$ cat src/rtl/alu_seq_unit.sv
// ---------------------------------------------------------------------------
// alu_seq_unit
//   Accumulator-style ALU with A/B operand registers. Operands are loaded from
//   the immediate bus (data_in) or the RAM read port (ram_in). ADD, SUB, AND,
//   OR, XOR, SHL and SHR complete in one cycle. MUL is an unsigned shift-add
//   multiply that takes WIDTH cycles. The block reports flags {V,N,C,Z}.
//
// Ports
//   clock    in   1      rising-edge clock
//   reset    in   1      asynchronous, active-high reset
//   data_in  in   WIDTH  immediate operand bus
//   ram_in   in   WIDTH  RAM read-data operand bus
//   inst     in   4      opcode
//   rtn      out  WIDTH  registered result
//   flags    out  4      {V,N,C,Z}, registered
//   busy     out  1      high while a MUL is in progress (FSM state == MUL)
//   done     out  1      one-cycle pulse on the edge rtn is updated
//
// Handshake: inst is treated as a command that is valid on every rising edge.
//   busy is the inverse of ready. A command is taken only on an edge where
//   busy is low. Commands presented while busy is high are dropped. There is
//   no retry and no back-pressure. A new command is accepted on every cycle
//   while the unit is idle.
// ---------------------------------------------------------------------------
module alu_seq_unit #(
    parameter int WIDTH = 8
) (
    input  logic             clock,
    input  logic             reset,
    input  logic [WIDTH-1:0] data_in,
    input  logic [WIDTH-1:0] ram_in,
    input  logic [3:0]       inst,
    output logic [WIDTH-1:0] rtn,
    output logic [3:0]       flags,
    output logic             busy,
    output logic             done
);

    localparam int CW = $clog2(WIDTH);

    localparam logic [3:0] OP_LDA_D = 4'h3;
    localparam logic [3:0] OP_LDB_D = 4'h4;
    localparam logic [3:0] OP_LDA_R = 4'h5;
    localparam logic [3:0] OP_LDB_R = 4'h6;
    localparam logic [3:0] OP_ADD   = 4'h7;
    localparam logic [3:0] OP_SUB   = 4'h8;
    localparam logic [3:0] OP_AND   = 4'h9;
    localparam logic [3:0] OP_OR    = 4'hA;
    localparam logic [3:0] OP_XOR   = 4'hB;
    localparam logic [3:0] OP_SHL   = 4'hC;
    localparam logic [3:0] OP_SHR   = 4'hD;
    localparam logic [3:0] OP_MUL   = 4'hE;

    typedef enum logic {ST_IDLE = 1'b0, ST_MUL = 1'b1} state_t;

    state_t state, state_nxt;

    logic [WIDTH-1:0]   a_q, b_q;
    logic [WIDTH-1:0]   mcand, mplier;
    logic [2*WIDTH-1:0] acc;
    logic [CW-1:0]      count;
    logic               mul_last;

    // Single-cycle ALU result for the opcode currently on inst
    logic [WIDTH:0]     sum, diff;
    logic [WIDTH-1:0]   alu_res;
    logic               alu_c, alu_v, alu_is_res;

    // Multiply step
    logic [2*WIDTH-1:0] mul_addend, acc_nxt;
    logic               mul_hi;

    assign mul_last = (count == CW'(WIDTH - 1));

    // ---------------- FSM: state register ----------------
    always_ff @(posedge clock or posedge reset) begin
        if (reset) state <= ST_IDLE;
        else       state <= state_nxt;
    end

    // ---------------- FSM: next state ----------------
    always_comb begin
        state_nxt = state;
        case (state)
            ST_IDLE: if (inst == OP_MUL) state_nxt = ST_MUL;
            ST_MUL:  if (mul_last)       state_nxt = ST_IDLE;
            default: state_nxt = ST_IDLE;
        endcase
    end

    // ---------------- FSM: outputs ----------------
    always_comb begin
        busy = (state == ST_MUL);
    end

    // ---------------- single-cycle ALU ----------------
    always_comb begin
        sum        = {1'b0, a_q} + {1'b0, b_q};
        diff       = {1'b0, a_q} - {1'b0, b_q};
        alu_res    = '0;
        alu_c      = 1'b0;
        alu_v      = 1'b0;
        alu_is_res = 1'b1;
        case (inst)
            OP_ADD: begin
                alu_res = sum[WIDTH-1:0];
                alu_c   = sum[WIDTH];
                // Like-signed operands producing an opposite-signed sum
                alu_v   = (a_q[WIDTH-1] == b_q[WIDTH-1]) &&
                          (sum[WIDTH-1] != a_q[WIDTH-1]);
            end
            OP_SUB: begin
                alu_res = diff[WIDTH-1:0];
                alu_c   = diff[WIDTH];   // borrow out == (A < B) unsigned
                alu_v   = (a_q[WIDTH-1] != b_q[WIDTH-1]) &&
                          (diff[WIDTH-1] != a_q[WIDTH-1]);
            end
            OP_AND: alu_res = a_q & b_q;
            OP_OR:  alu_res = a_q | b_q;
            OP_XOR: alu_res = a_q ^ b_q;
            OP_SHL: begin
                alu_res = {a_q[WIDTH-2:0], 1'b0};
                alu_c   = a_q[WIDTH-1];
            end
            OP_SHR: begin
                alu_res = {1'b0, a_q[WIDTH-1:1]};
                alu_c   = a_q[0];
            end
            default: alu_is_res = 1'b0;
        endcase
    end

    // ---------------- multiply step ----------------
    always_comb begin
        mul_addend = '0;
        if (mplier[count]) mul_addend = {{WIDTH{1'b0}}, mcand} << count;
        acc_nxt = acc + mul_addend;
        mul_hi  = |acc_nxt[2*WIDTH-1:WIDTH];
    end

    // ---------------- datapath registers ----------------
    always_ff @(posedge clock or posedge reset) begin
        if (reset) begin
            a_q    <= '0;
            b_q    <= '0;
            mcand  <= '0;
            mplier <= '0;
            acc    <= '0;
            count  <= '0;
            rtn    <= '0;
            flags  <= '0;
            done   <= 1'b0;
        end else begin
            done <= 1'b0;
            if (state == ST_IDLE) begin
                case (inst)
                    OP_LDA_D: a_q <= data_in;
                    OP_LDB_D: b_q <= data_in;
                    OP_LDA_R: a_q <= ram_in;
                    OP_LDB_R: b_q <= ram_in;
                    OP_MUL: begin
                        // Snapshot operands so the multiply is independent of A/B
                        mcand  <= a_q;
                        mplier <= b_q;
                        acc    <= '0;
                        count  <= '0;
                    end
                    default: begin
                        if (alu_is_res) begin
                            rtn   <= alu_res;
                            flags <= {alu_v, alu_res[WIDTH-1], alu_c,
                                      (alu_res == '0)};
                            done  <= 1'b1;
                        end
                    end
                endcase
            end else begin
                acc   <= acc_nxt;
                count <= count + 1'b1;
                if (mul_last) begin
                    // Any bit above the low word counts as both carry and overflow
                    rtn   <= acc_nxt[WIDTH-1:0];
                    flags <= {mul_hi, acc_nxt[WIDTH-1], mul_hi,
                              (acc_nxt[WIDTH-1:0] == '0)};
                    done  <= 1'b1;
                end
            end
        end
    end

endmodule

$ cat config.mk
export PLATFORM = sky130hd
export DESIGN_NAME = alu_seq_unit
export DESIGN_NICKNAME = d
export VERILOG_FILES = /design/src/rtl/alu_seq_unit.sv
export SDC_FILE = /design/constraint.sdc
export NUM_CORES = 1
export LEC_CHECK = 0
export ABC_AREA = 0
export ABC_CLOCK_PERIOD_IN_PS = 9300
export BUFFER_PORTS_ARGS = -buffer_cell sky130_fd_sc_hd__buf_2
export CAP_MARGIN = 0
export CORE_UTILIZATION = 45
export CTS_CLUSTER_DIAMETER = 60
export DETAILED_ROUTE_END_ITERATION = 10
export RECOVER_POWER = 50
export REMOVE_ABC_BUFFERS = 1
export SYNTH_ARGS = -nofsm -noshare
export SYNTH_HDL_FRONTEND = slang
export SYNTH_SLANG_ARGS = --single-unit
$ cat constraint.sdc
create_clock -name clock -period 9.3 [get_ports clock]
set_clock_uncertainty 0.2 [all_clocks]
set_input_delay 1.86 -clock clock [delete_from_list [all_inputs] [get_ports clock]]
set_output_delay 1.86 -clock clock [all_outputs]
set_load 0.02 [all_outputs]
==> flow_summary.ini, run 1 <==
[floorplan]
pin_count = 36
die_w_um = 110
die_area_um2 = 12000
core_area_um2 = 11100
rows = 38
die_h_um = 110
initial_core_util_pct = 47.0

[power]
finalPower_mw = 1.91
ir_worst_vdd_mv = 0.204
cellLeakagePower_nw = 2.72
powerDensity_nw_per_um2 = 336

[outcome]
violations = max-capacitance violations, max-slew violations
outcome = finished, violations left

[sta]
fmax_mhz = 195
slew_violations = 65
rsz0062_at_grt = false
setup_ws_ns = 4.16
worst_slew_margin_rel_pct = -140
hold_viol = 0
worst_slew_pin_slew_ns = 3.59
layout_min_cycle_time_ns = 5.14
fin_crit_sh_pct = 55.2
setup-tns-final_ns = 0
whs_ns = 0.282
setup_viol_count_final = 0

[min_path]
worstHoldStart = rtn[2]
hold_path.class = register to register

[critical_path]
cp.required_ns = 8.72
cpPeakStageDelay_ns = 2.52
cp_cell_sequence = buf_2, inv_1, clkbuf_1
cp.arrival_ns = 4.55
crit_fanout = 64
worstSetupPathType = primary input to asynchronous set/reset pin
cpMaxStageDelayCell = clkbuf_1
crit_path_start_kind = primary input
cp-startpoint = reset
end_kind = asynchronous set/reset pin
timing.rr.start = count[0]

[global_routing]
gr-total-overflow = 0
groute.usage.overall_pct = 25.1
grt_max_degree = 65
grt_pass1_vias = 4328
grt_pass1_wl_mm = 22.7
antenna_found_initial = 0

[cts]
post_cts.repair.setup_buffers = 0
hold_buffers = 0
cts_made_buffers = 9
cts_buffer_depth = 2
root_buffer = clkbuf_16
clk_latency_ns = 0.33
ctsResizeCount = 0
cts.sinks = 64
cts_tree = done
clk_pin_slew_ns = 0.06
cts-htree-levels = 3

[yosys]
yosysSeqAreaShare_pct = 30.8
yosysTopAreaCellShare_pct = 30.8
synth_area_leaders = dfrtp_1, ha_1, mux2_2, nand2_1, mux2i_1
synth.avg_cell_area_um2 = 8.76
synth_cell_types = 72
async_reset_ff_share_pct = 100
synth_edf_count = 0
synth_top_area_cell = dfrtp_1
ys_warn_count = 0
syn_area_um2 = 5210
syn-instance-count = 594
ys_ff_latch = 64
ys.flop_type = dfrtp_1

[finish]
final_nets = 678
diodes = 0
finalInstanceArea_um2 = 5690
fin_util_pct = 51.4
drive_above_1_share_pct = 13.3
syn2layout_area_growth_pct = 9.32
finalNonFillerCells = 755
fill_cells = 1071

[placement]
dp_hpwl_mm = 10.5
place_congestion = 0.927
post-place-ws_ns = 4.90
place_inst = 739
io_buffer_count = 35
place_area_um2 = 5440

[drt]
wl_mm = 14.0
wire_per_inst_um = 18.5
viasPerCell = 6.03
first_iter_violations = 279
postRouteAntennaNets = 0
vias = 4550
drc_errors = 0
dr.pass1.iters = 5

[job]
cap_violations = 1
[layout by cell type (no fill, tap or decap), types with 11 or more instances in the layout]
master    n
nor3_1   12
nor2b_1  11
mux2i_1  22
ha_1     43
nand2_1  64
dfrtp_1  64
a21oi_1  36
mux2_2   24
inv_1    31
buf_2    28
nor2_1   36
o21ai_0  33
[critical path: cells and delay by family]
| kind | cells | cell delay [ns] |
|---|---|---|
| buffers and inverters | 3 | 2.65 |
[path summary, 6_finish.rpt]
check / endpoint / slack (ns) / cells after the start
max reg2reg: flags[3] / 4.95 / 12
min: rtn[2] / 0.28 / 2
min reg2reg: rtn[2] / 0.28 / 2
max in group clock: mcand[6] / 4.88 / 5
min in group asynchronous: a_q[0] / 2.72 / 3
max: rtn[6] / 4.16 / 3
[cells in the mapped netlist, types with 10 or more instances]
cell,number
dfrtp_1,64
nand2_1,64
ha_1,43
a21oi_1,36
nor2_1,36
o21ai_0,33
inv_1,31
mux2_2,24
mux2i_1,22
clkbuf_1,18
nor3_1,12
buf_2,11
nor2b_1,11
a22o_1,10
nand2b_1,10
nand3_1,10
o21ai_1,10
o22ai_1,10
[where the power goes]
group | internal, mW | leakage, nW | switching [mW] | total, mW
Combinational | 0.426 | 1.77 | 0.622 | 1.05
Clock | 0.180 | 0.126 | 0.123 | 0.303
Sequential | 0.393 | 0.827 | 0.171 | 0.564
Total | 0.999 | 2.72 | 0.916 | 1.91
[logic make-up (layout without fill, tap and decap cells)]
group	Yosys count	in the layout	synth area share [%]
XOR/XNOR	13	13	2.19
AND/OR/NAND/NOR	185	185	18.1
adder cells (fa/ha/maj)	46	46	11.5
buffers and inverters	66	87	5.17
flip-flops	64	64	30.8
multiplexers	48	48	10.3
AO/OA/AOI/OAI	172	172	22.0
[registers in the layout (all words and copies together) (netlist names), 3 cells and up]
register and flops:
mplier 8, mcand 8, acc 16, count 3, flags 4, a_q 8, b_q 8, rtn 7
[layer usage]
layer	vias to the layer above	wire (um)	GRT usage, %
li1	2193	-	-
met1	2199	6760	35.5
met2	139	6270	39.5
met3	19	725	3.79
met4	0	235	7.33
met5	-	0	0
[layout make-up]
class	count	area (um2)	share of cell area [%]
inverters	32	120	2.11
repair buffers	39	193	3.39
well taps	140	175	3.08
multi-input cells	464	3340	58.6
clock buffers	11	233	4.09
flip-flops and latches	64	1600	28.1
clock inverters	5	33.8	0.594
No activity file was read; power rests on OpenSTA's default activity.
==> run 2, diff against run 1 <==
--- a/config.mk
+++ b/config.mk
@@ -6,7 +6,7 @@
 export NUM_CORES = 1
 export LEC_CHECK = 0
 export ABC_AREA = 0
-export ABC_CLOCK_PERIOD_IN_PS = 9300
+export ABC_CLOCK_PERIOD_IN_PS = 4800
 export BUFFER_PORTS_ARGS = -buffer_cell sky130_fd_sc_hd__buf_2
 export CAP_MARGIN = 0
 export CORE_UTILIZATION = 45
==> constraint.sdc (replaced) <==
create_clock -name clock -period 4.8 [get_ports clock]
set_clock_uncertainty 0.2 [all_clocks]
set_input_delay 0.96 -clock clock [delete_from_list [all_inputs] [get_ports clock]]
set_output_delay 0.96 -clock clock [all_outputs]
set_load 0.02 [all_outputs]
==> run 2 against run 1 <==
  * The flow still finishes with violations (max-capacitance violations, max-slew violations)
  * Power increased by 95%
  * Sequential power increased by 90%
  * Critical path depth increased by 9
  * Sequential cell count unchanged
  * Global-route usage increased by 1.2 points
  * Via count decreased by 0.24%
  * First-iteration DRC count increased by 32%
  * Routed wire length increased by 3.2%
  * Clock power increased by 95%
  * Register-to-register slack got worse by 4.5 ns
  * Critical path type is now register to register
  * Largest cell class unchanged
==> flow_summary.ini, run 2 (synthesis gave the netlist of run 1 again) <==
[finish]
syn2layout_area_growth_pct = 9.47
layout_common_cells = nand2_1, dfrtp_1, ha_1
final_nets = 679
fill_cells = 1066
fin_util_pct = 51.4
largest_reg_flops = 16
top_register = acc
drive_above_1_share_pct = 13.5
finalInstanceArea_um2 = 5700
diodes = 0

[global_routing]
grt_pass1_wl_mm = 23.7
grt_pass1_vias = 4306
grt_max_degree = 37
antenna_found_initial = 0
gr-total-overflow = 0
groute.usage.overall_pct = 26.3

[placement]
io_buffer_count = 35
post-place-ws_ns = 0.507
place_congestion = 0.893
dp_hpwl_mm = 10.9
place_area_um2 = 5450

[cts]
post_cts.repair.setup_buffers = 0
cts-htree-levels = 3
cts.sinks = 64
cts_made_buffers = 9
clk_latency_ns = 0.33
cts_tree = done
root_buffer = clkbuf_16
clk_pin_slew_ns = 0.06
cts_buffer_depth = 2
hold_buffers = 0
ctsResizeCount = 0

[sta]
worst_slew_margin_rel_pct = -32.1
worst_slew_pin_slew_ns = 1.98
fmax_mhz = 230
setup-tns-final_ns = 0
fin_crit_sh_pct = 90.5
slew_violations = 37
setup_viol_count_final = 0
hold_viol = 0
rsz0062_at_grt = false
setup_ws_ns = 0.454
layout_min_cycle_time_ns = 4.35

[drt]
dr.pass1.iters = 5
drc_errors = 0
first_iter_violations = 368
wl_mm = 14.4
postRouteAntennaNets = 0
vias = 4539
wire_per_inst_um = 19.1
viasPerCell = 6.00

[min_path]
hold_path.class = register to register
worstHoldStart = rtn[0]

[critical_path]
end_kind = register
rrSetupSlack_ns = 0.45
cp.required_ns = 4.79
crit_path_start_kind = register
cp-startpoint = count[0]
cpPeakStageDelay_ns = 0.68
cpMaxStageDelayCell = dfrtp_1
worstSetupPathType = register to register
timing.rr.start = count[0]
cp_cell_sequence = mux4_2, nand2_1, and2_1, nor2_1, ha_1, and2_4, a221o_1, o211a_1, nor4b_1, a211oi_1, o41ai_2, nand4_1
crit_fanout = 15
cp.arrival_ns = 4.33

[power]
cellLeakagePower_nw = 2.72
ir_worst_vdd_mv = 0.251
powerDensity_nw_per_um2 = 654

[floorplan]
die_area_um2 = 12000
die_w_um = 110
pin_count = 36
die_h_um = 110
rows = 38
core_area_um2 = 11100
initial_core_util_pct = 47.0

[outcome]
outcome = finished, violations left
violations = max-capacitance violations, max-slew violations

[job]
cap_violations = 1
## run 2: per-layer routing
| layer | share of wire [%] | GRT usage (%) | wire length (um) | up-vias |
|---|---|---|---|---|
| met5 | 0 | 0 | 0 | - |
| met1 | 47 | 36.9 | 6840 | 2190 |
| li1 | - | - | - | 2204 |
| met3 | 4.9 | 4.51 | 706 | 11 |
| met4 | 0.78 | 6.10 | 113 | 0 |
| met2 | 47 | 42.1 | 6780 | 134 |
## run 2: area by class of cell
cell class | instances | area, um2 | area share [%]
sequential | 64 | 1600 | 28.1
inverter | 32 | 120 | 2.11
timing repair buffer | 40 | 200 | 3.51
clock inverter | 5 | 33.8 | 0.593
clock buffer | 11 | 233 | 4.08
multi-input combinational | 464 | 3340 | 58.5
tap | 140 | 175 | 3.07
## run 2: final timing paths
kind,end,cells after the start
min in group asynchronous,a_q[0],2
min reg2reg,rtn[0],2
max in group asynchronous,flags[1],3
max,flags[1],12
max reg2reg,flags[1],12
min,rtn[0],2
## run 2: worst max-delay path: cells and delay by family, from the launching register on
family                     cells  cell delay (ns)
AOI/OAI and AO/OA              4             1.25
and+or+nand+nor                6             1.14
DFF                            1             0.68
muxes                          1             0.57
adders and majority gates      1             0.34
## run 2: power by group
part	total (mW)	leakage, nW	switching, mW	internal [mW]
Combinational	2.07	1.77	1.24	0.823
Sequential	1.07	0.827	0.307	0.762
Clock	0.591	0.126	0.243	0.348
Total	3.73	2.72	1.79	1.93
## run 2: per-stage QoR
stage,power [mW],hold slack [ns],std cells
3_5_place_dp,3.12,0.266,740
4_1_cts,3.72,0.279,756
6_report,3.73,0.269,756
3_3_place_gp,3.08,0.257,740
5_1_grt,4.02,0.301,756
2_1_floorplan,2.47,0.252,560
==> run 3, diff against run 2 <==
--- a/config.mk
+++ b/config.mk
@@ -9,9 +9,10 @@
 export ABC_CLOCK_PERIOD_IN_PS = 4800
 export BUFFER_PORTS_ARGS = -buffer_cell sky130_fd_sc_hd__buf_2
 export CAP_MARGIN = 0
-export CORE_UTILIZATION = 45
+export CORE_UTILIZATION = 55
 export CTS_CLUSTER_DIAMETER = 60
 export DETAILED_ROUTE_END_ITERATION = 10
+export PLACE_DENSITY = 0.74
 export RECOVER_POWER = 50
 export REMOVE_ABC_BUFFERS = 1
 export SYNTH_ARGS = -nofsm -noshare
==> run 3 against run 2 <==
  * The run still ends with max-capacitance violations, max-slew violations left
  * First-iteration DRC count is 21% lower
  * Routed wire length decreased by 5.6%
  * Largest power group unchanged
  * Core utilization up 9.6 points
  * Design area fell by 1.5%
  * Sequential power hardly changed
  * Setup slack better by 0.13 ns
  * Largest cell class unchanged
  * Critical path depth did not move
  * Worst hold slack gained 0.020 ns
  * Combinational power is 2% lower
==> flow_summary.ini, run 3 (synthesis gave the netlist of run 1 again) <==
[critical_path]
crit_fanout = 15
cp.arrival_ns = 4.23
rrSetupSlack_ns = 0.58
cp.required_ns = 4.81
crit_path_start_kind = register
end_kind = register
worstSetupPathType = register to register

[placement]
io_buffer_count = 35
post-place-ws_ns = 0.586
place_congestion = 0.945
dp_hpwl_mm = 10.3
place_inst = 711

[floorplan]
rows = 35
die_area_um2 = 9860
core_area_um2 = 9200
pin_count = 36
die_h_um = 99.3
die_w_um = 99.3
initial_core_util_pct = 56.6

[sta]
rsz0062_at_grt = false
setup_ws_ns = 0.583
fin_crit_sh_pct = 87.9
layout_min_cycle_time_ns = 4.22
fmax_mhz = 237
hold_viol = 0
worst_slew_pin_slew_ns = 1.74
setup_viol_count_final = 0
worst_slew_margin_rel_pct = -15.9
setup-tns-final_ns = 0
slew_violations = 46

[finish]
layout_common_cells = nand2_1, dfrtp_1, ha_1
drive_above_1_share_pct = 13.1
final_nets = 679
finalNonFillerCells = 727
top_register = acc
syn2layout_area_growth_pct = 7.86
largest_reg_flops = 16
diodes = 0

[cts]
root_buffer = clkbuf_8
cts-htree-levels = 3
post_cts.repair.setup_buffers = 0
cts.sinks = 64
clk_pin_slew_ns = 0.08
cts_buffer_depth = 2
hold_buffers = 0
ctsResizeCount = 0
cts_made_buffers = 9
clk_latency_ns = 0.34
cts_tree = done

[drt]
wl_mm = 13.6
dr.pass1.iters = 5
wire_per_inst_um = 18.8
first_iter_violations = 289
wl_met1_mm = 6.29
drc_errors = 0
viasPerCell = 6.23
vias = 4529
met2_length_mm = 6.20
top_layer = met4
wl_met3_um = 786
postRouteAntennaNets = 0

[global_routing]
grt_pass1_wl_mm = 23.0
grt_max_degree = 46
antenna_found_initial = 0
gr-total-overflow = 0
groute.usage.overall_pct = 29.6
grt_pass1_vias = 4486

[power]
cellLeakagePower_nw = 2.70
finalPower_mw = 3.63
ir_worst_vdd_mv = 0.292
powerDensity_nw_per_um2 = 647

[job]
cap_violations = 1

[outcome]
outcome = finished, violations left
violations = max-capacitance violations, max-slew violations

[min_path]
hold_path.class = register to register
[run 3: area by class of cell]
class / count / area [um2]
clock buffer: 9 / 124
clock inverter: 7 / 100
fill: 848 / 3580
inverter: 32 / 120
multi-input combinational: 464 / 3340
sequential: 64 / 1600
tap: 111 / 139
timing repair buffer: 40 / 195
[run 3: critical path, stage by stage (launching register included)]
cell and delay, ns:
dfrtp_1 0.71, mux4_2 0.58, nand2_1 0.16, and2_1 0.27
nor2_1 0.10, ha_1 0.34, and2_4 0.16, a221o_1 0.33
o211a_1 0.31, nor4b_1 0.26, a211oi_1 0.13, o41ai_2 0.42
nand4b_1 0.14
[run 3: layer usage]
| metal | vias up | GRT usage, % |
|---|---|---|
| met4 | 0 | 10.9 |
| met1 | 2165 | 40.4 |
| met5 | - | 0 |
| li1 | 2189 | - |
| met2 | 149 | 47.4 |
| met3 | 26 | 5.20 |
[run 3: power by group]
part           switching (mW)  total, mW  leakage [nW]  internal, mW
Combinational            1.21       2.03          1.76         0.820
Sequential              0.308       1.07         0.827         0.761
Clock                   0.231      0.529         0.115         0.298
Total                    1.75       3.63          2.70          1.88
[run 3: through the flow]
stage,hold slack [ns],instance area (um2),util (%)
finish,0.290,5620,61.1
floorplan,0.252,5060,-
detailed placement,0.275,5410,58.8
global route,0.325,5620,61.1
CTS,0.292,5630,61.3
global placement,0.257,5410,58.8
[run 3: worst paths after layout]
kind / startpoint / to / cells after the start
setup reg to reg: count[0] / flags[3] / 12
hold / removal: rtn[1] / rtn[1] / 2
max in group asynchronous: reset / acc[3] / 3
hold reg to reg: rtn[1] / rtn[1] / 2
min in group asynchronous: reset / mplier[4] / 2
setup / recovery: count[0] / flags[3] / 12
